$ cat src/rtl/mux2_rr_arbiter_pkg.sv
// Shared types and constants for the two-requester round-robin mux arbiter.
package mux2_rr_arbiter_pkg;

  typedef enum logic [1:0] {
    ST_IDLE    = 2'd0,
    ST_SERVE_A = 2'd1,
    ST_SERVE_B = 2'd2
  } state_e;

  localparam logic SEL_A = 1'b0;
  localparam logic SEL_B = 1'b1;

  // Maps a requester side onto the state that serves it.
  function automatic state_e serve_state(input logic side);
    return (side == SEL_B) ? ST_SERVE_B : ST_SERVE_A;
  endfunction

endpackage

$ cat src/rtl/mux2_rr_arbiter_if.sv
// Request/data inputs from the two producers plus the shared downstream channel.
interface mux2_rr_arbiter_if #(
  parameter int WIDTH = 4
);

  logic             req_a;
  logic [WIDTH-1:0] data_a;
  logic             req_b;
  logic [WIDTH-1:0] data_b;
  logic             out_ready;
  logic             out_valid;
  logic [WIDTH-1:0] out_data;
  logic             gnt_a;
  logic             gnt_b;
  logic             sel;

  modport master (
    output req_a, data_a, req_b, data_b, out_ready,
    input  out_valid, out_data, gnt_a, gnt_b, sel
  );

  modport slave (
    input  req_a, data_a, req_b, data_b, out_ready,
    output out_valid, out_data, gnt_a, gnt_b, sel
  );

endinterface

$ cat src/rtl/mux2_rr_arbiter_mux21_w.sv
// Parameterized 2:1 combinational mux; sel_i=0 picks a_i, sel_i=1 picks b_i.
module mux21_w #(
  parameter int WIDTH = 4
) (
  input  logic             sel_i,
  input  logic [WIDTH-1:0] a_i,
  input  logic [WIDTH-1:0] b_i,
  output logic [WIDTH-1:0] y_o
);

  assign y_o = sel_i ? b_i : a_i;

endmodule

$ cat src/rtl/mux2_rr_arbiter.sv
// Round-robin arbiter with bounded bursts sharing one 2:1 mux between requesters A and B.
module mux2_rr_arbiter
  import mux2_rr_arbiter_pkg::*;
#(
  parameter int WIDTH     = 4,
  parameter int MAX_BURST = 4
) (
  input logic               clk,
  input logic               rst_n,
  mux2_rr_arbiter_if.slave  bus
);

  localparam int            CW       = $clog2(MAX_BURST + 1);
  localparam logic [CW-1:0] CNT_ZERO = {CW{1'b0}};
  localparam logic [CW-1:0] CNT_ONE  = CW'(1);
  localparam logic [CW-1:0] CNT_LAST = CW'(MAX_BURST - 1);

  state_e        state_q, state_d;
  logic [CW-1:0] cnt_q, cnt_d;
  logic          last_q, last_d;
  logic          sel_q;
  logic          gnt_a_q;
  logic          gnt_b_q;

  logic          own_side_s;
  logic          req_own_s;
  logic          req_oth_s;
  logic          out_valid_s;
  logic          xfer_s;

  assign own_side_s  = (state_q == ST_SERVE_B) ? SEL_B : SEL_A;
  assign req_own_s   = (own_side_s == SEL_B) ? bus.req_b : bus.req_a;
  assign req_oth_s   = (own_side_s == SEL_B) ? bus.req_a : bus.req_b;
  assign out_valid_s = (gnt_a_q & bus.req_a) | (gnt_b_q & bus.req_b);
  assign xfer_s      = out_valid_s & bus.out_ready;

  // Next-state, burst count and last-served side.
  always_comb begin
    state_d = state_q;
    cnt_d   = cnt_q;
    last_d  = last_q;
    case (state_q)
      ST_IDLE: begin
        cnt_d = CNT_ZERO;
        if (bus.req_a && bus.req_b) begin
          state_d = serve_state(~last_q);
        end else if (bus.req_a) begin
          state_d = ST_SERVE_A;
        end else if (bus.req_b) begin
          state_d = ST_SERVE_B;
        end else begin
          state_d = ST_IDLE;
        end
      end
      ST_SERVE_A, ST_SERVE_B: begin
        if (!req_own_s) begin
          // Owner released (with or without a transfer): hand over or go idle.
          state_d = req_oth_s ? serve_state(~own_side_s) : ST_IDLE;
          cnt_d   = CNT_ZERO;
          last_d  = own_side_s;
        end else if (xfer_s) begin
          if (cnt_q == CNT_LAST) begin
            // Saturate while uncontended so an unopposed burst never ends.
            if (req_oth_s) begin
              state_d = serve_state(~own_side_s);
              cnt_d   = CNT_ZERO;
              last_d  = own_side_s;
            end else begin
              cnt_d = cnt_q;
            end
          end else begin
            cnt_d = cnt_q + CNT_ONE;
          end
        end else begin
          cnt_d = cnt_q;
        end
      end
      default: begin
        state_d = ST_IDLE;
        cnt_d   = CNT_ZERO;
      end
    endcase
  end

  // FSM state and registered grant/select outputs.
  always_ff @(posedge clk or negedge rst_n) begin
    if (!rst_n) begin
      state_q <= ST_IDLE;
      cnt_q   <= CNT_ZERO;
      last_q  <= SEL_B;
      sel_q   <= SEL_A;
      gnt_a_q <= 1'b0;
      gnt_b_q <= 1'b0;
    end else begin
      state_q <= state_d;
      cnt_q   <= cnt_d;
      last_q  <= last_d;
      gnt_a_q <= (state_d == ST_SERVE_A);
      gnt_b_q <= (state_d == ST_SERVE_B);
      if (state_d == ST_SERVE_B) begin
        sel_q <= SEL_B;
      end else if (state_d == ST_SERVE_A) begin
        sel_q <= SEL_A;
      end else begin
        sel_q <= sel_q;
      end
    end
  end

  mux21_w #(
    .WIDTH (WIDTH)
  ) u_mux (
    .sel_i (sel_q),
    .a_i   (bus.data_a),
    .b_i   (bus.data_b),
    .y_o   (bus.out_data)
  );

  assign bus.out_valid = out_valid_s;
  assign bus.gnt_a     = gnt_a_q;
  assign bus.gnt_b     = gnt_b_q;
  assign bus.sel       = sel_q;

endmodule

$ cat src/flat_wrapper.sv
// flat-port wrapper written by rule: the top's interface ports become plain ports
module mux2_rr_arbiter_flat import mux2_rr_arbiter_pkg::*;
#(
  parameter int WIDTH     = 4,
  parameter int MAX_BURST = 4
)
  (clk, rst_n, bus_req_a, bus_data_a, bus_req_b, bus_data_b, bus_out_ready, bus_out_valid, bus_out_data, bus_gnt_a, bus_gnt_b, bus_sel);
  mux2_rr_arbiter_if #(.WIDTH(WIDTH)) bus_i ();
  input logic clk;
  input logic rst_n;
  input wire logic [$bits(bus_i.req_a)-1:0] bus_req_a;
  input wire logic [$bits(bus_i.data_a)-1:0] bus_data_a;
  input wire logic [$bits(bus_i.req_b)-1:0] bus_req_b;
  input wire logic [$bits(bus_i.data_b)-1:0] bus_data_b;
  input wire logic [$bits(bus_i.out_ready)-1:0] bus_out_ready;
  output wire logic [$bits(bus_i.out_valid)-1:0] bus_out_valid;
  output wire logic [$bits(bus_i.out_data)-1:0] bus_out_data;
  output wire logic [$bits(bus_i.gnt_a)-1:0] bus_gnt_a;
  output wire logic [$bits(bus_i.gnt_b)-1:0] bus_gnt_b;
  output wire logic [$bits(bus_i.sel)-1:0] bus_sel;
  assign bus_i.req_a = bus_req_a;
  assign bus_i.data_a = bus_data_a;
  assign bus_i.req_b = bus_req_b;
  assign bus_i.data_b = bus_data_b;
  assign bus_i.out_ready = bus_out_ready;
  assign bus_out_valid = bus_i.out_valid;
  assign bus_out_data = bus_i.out_data;
  assign bus_gnt_a = bus_i.gnt_a;
  assign bus_gnt_b = bus_i.gnt_b;
  assign bus_sel = bus_i.sel;
  mux2_rr_arbiter #(.WIDTH(WIDTH), .MAX_BURST(MAX_BURST)) u_core (.clk(clk), .rst_n(rst_n), .bus(bus_i));
endmodule
$ cat config.mk
export PLATFORM = sky130hd
export DESIGN_NAME = mux2_rr_arbiter_flat
export DESIGN_NICKNAME = d
export VERILOG_FILES = /design/src/rtl/mux2_rr_arbiter_pkg.sv /design/src/rtl/mux2_rr_arbiter_if.sv /design/src/rtl/mux2_rr_arbiter_mux21_w.sv /design/src/rtl/mux2_rr_arbiter.sv /design/src/flat_wrapper.sv
export SDC_FILE = /design/constraint.sdc
export NUM_CORES = 1
export LEC_CHECK = 0
export CORE_MARGIN = 4
export CORE_UTILIZATION = 40
export DETAILED_ROUTE_END_ITERATION = 8
export GPL_ROUTABILITY_DRIVEN = 0
export GPL_TIMING_DRIVEN = 1
export PLACE_DENSITY = 0.73
export SLEW_MARGIN = 30
export SYNTH_ARGS = -nofsm -noshare
export SYNTH_HDL_FRONTEND = slang
export SYNTH_SLANG_ARGS = --single-unit
$ cat constraint.sdc
create_clock -name clk -period 2.1 [get_ports clk]
set_input_delay 0.315 -clock clk [delete_from_list [all_inputs] [get_ports clk]]
set_output_delay 0.315 -clock clk [all_outputs]
set_load 0.01 [all_outputs]
==> results of run 1 <==
worst paths after layout:
path                                endpoint  slack, ns  depth (start not counted)
setup / recovery              u_core.bus.sel      -0.02                          8
hold / removal             u_core.state_q[0]       0.35                          1
setup reg to reg              u_core.bus.sel      -0.02                          8
hold reg to reg              u_core.cnt_q[1]       0.54                          2
max in group asynchronous      u_core.last_q       1.43                          1
min in group clk             u_core.cnt_q[1]       0.54                          2
per-layer routing:
layer	vias up	GRT usage
li1	309	-
met1	296	0.161
met2	32	0.243
met3	2	0.0521
met4	0	0.0269
met5	-	0
cell type report:
| class | count | area [um^2] |
|---|---|---|
| Fill cell | 130 | 536 |
| Sequential cell | 9 | 228 |
| Inverter | 2 | 7.51 |
| Clock buffer | 4 | 26.3 |
| Tap cell | 16 | 20.0 |
| Timing Repair Buffer | 31 | 282 |
| Multi-Input combinational cell | 51 | 443 |
worst reg2reg max path: cells and delay by family, from the launching register on:
kind | cells | cell delay (ns)
compound gates | 1 | 0.19
fa+ha+maj | 2 | 0.42
buf+inv | 1 | 0.11
flops | 1 | 0.39
mux | 2 | 0.63
simple gates | 2 | 0.25
kinds of logic after synthesis:
kind of cell	synth area share
AO/OA/AOI/OAI	0.159
adder cells (fa/ha/maj)	0.133
buffers and inverters	0.0284
flip-flops	0.343
multiplexers	0.157
AND/OR/NAND/NOR	0.180
power by group:
group	switching, mW	internal [mW]	leakage, nW
logic	0.250	0.335	0.309
registers	0.0453	0.220	0.117
clock network	0.0556	0.0729	0.0150
flip-flops by register name, summed over array words and instances (netlist names):
| signal | cells |
|---|---|
| u_core.bus.gnt_a | 1 |
| u_core.cnt_q | 3 |
| u_core.bus.sel | 1 |
| u_core.bus.gnt_b | 1 |
| u_core.state_q | 2 |
| u_core.last_q | 1 |
cells in the final DEF, fill, tap and decap left out, types with 2 or more instances in the layout:
cell	Yosys	routed
clkdlybuf4s50_1	0	19
buf_4	0	11
dfrtp_1	8	7
nand2_1	6	6
mux2_2	6	6
ha_1	7	5
nand4b_1	3	3
clkbuf_4	0	3
nand4_1	2	2
a31oi_1	2	2
nor2_1	3	2
o21a_1	2	2
nand2b_1	2	2
o21ai_0	3	2
a21oi_1	2	2
ha_4	0	2
timing repair:
| action | 4_1_cts | 5_1_grt |
|---|---|---|
| hold buffers | 0 | 0 |
| endpoints found under the setup margin | 2 | 1 |
| pin swaps | 3 | 6 |
| setup buffers | 2 | 0 |
| cloned | 0 | 0 |
| gates resized for setup | 5 | 4 |
==> impl_results.md, run 1 <==
- Synth area leaders: dfrtp_1 (30%), ha_1 (13%), mux2_2 (10%)
- Iter 0 DRT Violations: 13
- P_leak: 0.440 nW
- First-pass GRT wire length: 2.69 mm
- Critical path launch point type: flop
- WP buf/inv: 1
- Htree depth: 1
- Tot GR Track Use: 0.139
- Total power: 0.979 mW
- Core ar.: 1540 um^2
- Post-Syn Area per Cell: 10.5 um^2
- Max rail drop VDD: 587 uV
- Wirelength, routed: 1.60 mm
- Crit path launch: u_core.state_q[0]
- Root buf cell: clkbuf_4
- Grt total ovfl: 0
- Slowest cell on crit path: dfrtp_1
- Dpl hpwl: 1.28 mm
- HP Class: input pin to async pin
- Initial DRT Pass Iterations: 4
- Worst Skew: 0.00132 ns
- Measured slew at the worst slew-check pin: 0.401 ns
- Critical Path Max Stage Delay: 0.39 ns
- RSZ-0062 raised after global routing: yes
- Detail Route met3 WL: 121 um
- Die Wd: 48.6 um
- Clock tree sinks: 9
- Final min period: 2.12 ns
- Yosys top cell by area: dfrtp_1
- Synth Flop Type: dfrtp_1
- Clock slew seen by the registers of the worst setup and hold paths: 0.06 ns
- Critical Path AT: 2.25 ns
- Seq/Total Area, Yosys: 0.343
- Failing checks: setup timing
- Met1 Wirelength: 697 um
- Largest net degree at the start of global routing: 10
- Syn Inst Count: 63
- Die extent in y: 48.6 um
- Post-DRT Antenna Nets: 0
- # Max-Cap Violations: 0
- Crit-path leading delay family: multiplexers
- Layout cell share with drive strength beyond 1: 0.299
- WL/cell: 14.1 um
- Final hold violation count: 0
- Crit path capture type: flop
- Final hold slack: 0.355 ns
- I/O pin count: 21
- Final period util: 1.01
- Clk buf depth: 2
- Critical setup path kind: flop to flop
- Final nets: 118
- EDFF count, synth: 0
- CTS tree: done
- Highest metal used: met4
- Post-synth top area share: 0.303
- Finished Core Util: 0.653
- Post-route DRC: 0
- Number of global-route vias before repair: 642
- Site Rows: 14
- Vias per std cell: 5.65
- Initial Util: 0.429
- Area grow syn2layout: 52.3%
- IO buf count: 20
- Relative slew slack: 0.732
- Status: finished, violations left
- Critical path peak fanout: 3
- Dpl cell area: 937 um^2
- Synth Cell Area: 661 um^2
- Fmax: 0.473 GHz
- Post-Place Setup Slack: -0.267 ns
- Yosys cell types: 28
- Async set-reset flop share out of synthesis: 1.00
- WP data required: 2.24 ns
- Setup tns final: -0.0157 ns
- # diodes: 0
- Final worst setup slack: -0.0157 ns
- Setup violators final: 1
- Crit Reg-Reg Startpoint: u_core.state_q[0]
- Synth cell count leaders: dfrtp_1 (8), ha_1 (7), mux2_2 (6), nand2_1 (6)
- Placed cells: 107
- Cell with the most instances after synthesis: dfrtp_1
- Finished Layout Cells: 113
- Synth Net Count: 83
- Clk Latency, worst-skew pair: 0.25 ns
- PD cells: 973 nW/um^2
- Design area: 1010 um^2
- Routed via count: 639
- Fin. max-slew vios: 0
- Routed wl met2: 764 um
- CTS buffer count: 3
- Antenna violations before repair: 0
- Post-synthesis register bit count: 9
- Crit path cell chain: inv_2 -> ha_4 -> mux2_4 -> nand4_1 -> nand4b_1 -> o21a_1 -> ha_1 -> mux2_2
- YS warnings: 0
- Die ar.: 2370 um^2
No activity file was read; power rests on OpenSTA's default activity.
==> inputs of run 2 (changes only) <==
Settings changed: GPL_ROUTABILITY_DRIVEN 0 to default.
==> run 2 against run 1 <==
Sequential power barely moved. Highest routed layer is now met3. Global-route usage fell by 0.67 points. First-iteration DRC count grew 15%. Clock skew increased by 0.0070 ns. Count of clock-buffer cells in the layout unchanged. Register-to-register slack worse by 0.02 ns. Critical endpoint unchanged. Sequential cell count did not move. Utilization fell by 0.24 points. Non-clock buffer count did not move. The run still ends with setup timing left.
==> impl_results.md, run 2 (same netlist as run 1, synthesis figures left out) <==
- Final worst setup slack: -0.0363 ns
- Vias per std cell: 5.47
- CTS buffer count: 3
- Crit path launch: u_core.state_q[0]
- First-pass GRT wire length: 2.49 mm
- Fmax: 0.468 GHz
- Setup tns final: -0.0363 ns
- Measured slew at the worst slew-check pin: 0.405 ns
- RSZ-0062 raised after global routing: yes
- Slowest cell on crit path: dfrtp_1
- I/O pin count: 21
- Largest regs: u_core.cnt_q (3), u_core.state_q (2)
- Fin. max-slew vios: 0
- Area grow syn2layout: 51.7%
- Post-Place Setup Slack: -0.277 ns
- Root buf cell: clkbuf_4
- Dpl cell area: 937 um^2
- Clock slew seen by the registers of the worst setup and hold paths: 0.06 ns
- WL/cell: 13.6 um
- Max reg flops: 3
- Post-route DRC: 0
- Clk Latency, worst-skew pair: 0.25 ns
- CTS tree: done
- WP data required: 2.23 ns
- Final hold violation count: 0
- Initial Util: 0.429
- Worst Skew: 0.00836 ns
- Crit path capture type: flop
- Critical Path Max Stage Delay: 0.40 ns
- Setup violators final: 1
- Relative slew slack: 0.729
- Number of global-route vias before repair: 645
- Reg with most FFs: u_core.cnt_q
- Largest net degree at the start of global routing: 10
- Die ar.: 2370 um^2
- Core ar.: 1540 um^2
- WP buf/inv: 1
- Critical setup path kind: flop to flop
- Grt total ovfl: 0
- # diodes: 0
- GP Congestion: 0.828
- Die Wd: 48.6 um
- # Max-Cap Violations: 0
- Reg2reg path depth: 8
- Clock tree sinks: 9
- PD cells: 970 nW/um^2
- Antenna violations before repair: 0
- Layout cell share with drive strength beyond 1: 0.278
- Routed via count: 618
- Finished Core Util: 0.650
- HP Class: input pin to async pin
- Final min period: 2.14 ns
- Status: finished, violations left
- Fillers: 131
- Clk buf depth: 2
- Final period util: 1.02
- Critical Path AT: 2.27 ns
- Seq. cell area: 226 um^2
- Critical path peak fanout: 3
- Post-DRT Antenna Nets: 0
- Design area: 1000 um^2
- Initial DRT Pass Iterations: 4
- Commonest non-fill, non-tap cells in the layout: clkdlybuf4s50_1 (19), buf_4 (11), dfrtp_1 (8)
- IO buf count: 20
- Tot GR Track Use: 0.133
- Setup slack, reg-to-reg: -0.04 ns
- Critical path launch point type: flop
- Crit path cell chain: inv_2 -> ha_4 -> mux2_4 -> a41o_1 -> nor2_1 -> o21a_1 -> ha_1 -> mux2_2
- Wirelength, routed: 1.53 mm
- Max rail drop VDD: 611 uV
- Crit-path leading delay family: multiplexers
- Most common cell after layout, fill and taps aside: clkdlybuf4s50_1
- Failing checks: setup timing
- Htree depth: 1
- Site Rows: 14
- Die extent in y: 48.6 um
- P_leak: 0.442 nW
- Crit Reg-Reg Startpoint: u_core.state_q[0]
- Path length in cells of the critical path: 8
- Final nets: 118
- Iter 0 DRT Violations: 15
- Multi-input logic area: 440 um^2
- Dpl hpwl: 1.25 mm
- Final hold slack: 0.353 ns
run 2: cell types whose count changed in the layout (fill, tap and decap cells not counted):
cell / delta
nor2_1: +1
dfrtp_1: +1
dfrtp_2: -1
o21ai_0: +1
o21ai_1: -1
nor2_2: -1
run 2: worst paths after layout:
check                                         end
worst max-delay path               u_core.bus.sel
worst min-delay path            u_core.state_q[0]
worst max register to register     u_core.bus.sel
worst min register to register    u_core.cnt_q[0]
max in group asynchronous           u_core.last_q
min in group clk                  u_core.cnt_q[0]
run 2: worst reg2reg max path, cell delays in order (launching register included):
cell	delay [ns]
dfrtp_1	0.40
inv_2	0.12
ha_4	0.16
mux2_4	0.31
a41o_1	0.25
nor2_1	0.14
o21a_1	0.15
ha_1	0.23
mux2_2	0.27
run 2: layer usage:
layer  track usage  share of wire  up-vias
met1         0.137           0.43      293
met2         0.243           0.50       19
li1              -              -      306
met5             0              0        -
met3        0.0491          0.061        0
met4        0.0404              0        0
run 2: per-stage QoR:
step / power (mW) / std cells
after CTS: 0.966 / 113
after floorplan: 0.561 / 63
after global placement: 0.782 / 107
after detailed placement: 0.795 / 107
final: 0.972 / 113
after global routing: 1.05 / 113
run 2: what timing repair did:
| action | 4_1_cts | 5_1_grt |
|---|---|---|
| resized for setup | 5 | 1 |
| endpoints found under the hold margin | 0 | 0 |
| hold buffers | 0 | 0 |
| endpoints found under the setup margin | 2 | 1 |
| setup buffers | 2 | 0 |
| pin swaps | 3 | 5 |
run 2: final cells by class:
| cell class | instances | area share |
|---|---|---|
| timing repair buffer | 31 | 0.281 |
| clock buffer | 4 | 0.0262 |
| tap | 16 | 0.0200 |
| sequential | 9 | 0.226 |
| inverter | 2 | 0.00749 |
| multi-input combinational | 51 | 0.439 |
run 2: power by group:
| group | internal [mW] | switching [mW] |
|---|---|---|
| sequential | 0.219 | 0.0437 |
| combinational | 0.334 | 0.248 |
| clock | 0.0729 | 0.0551 |
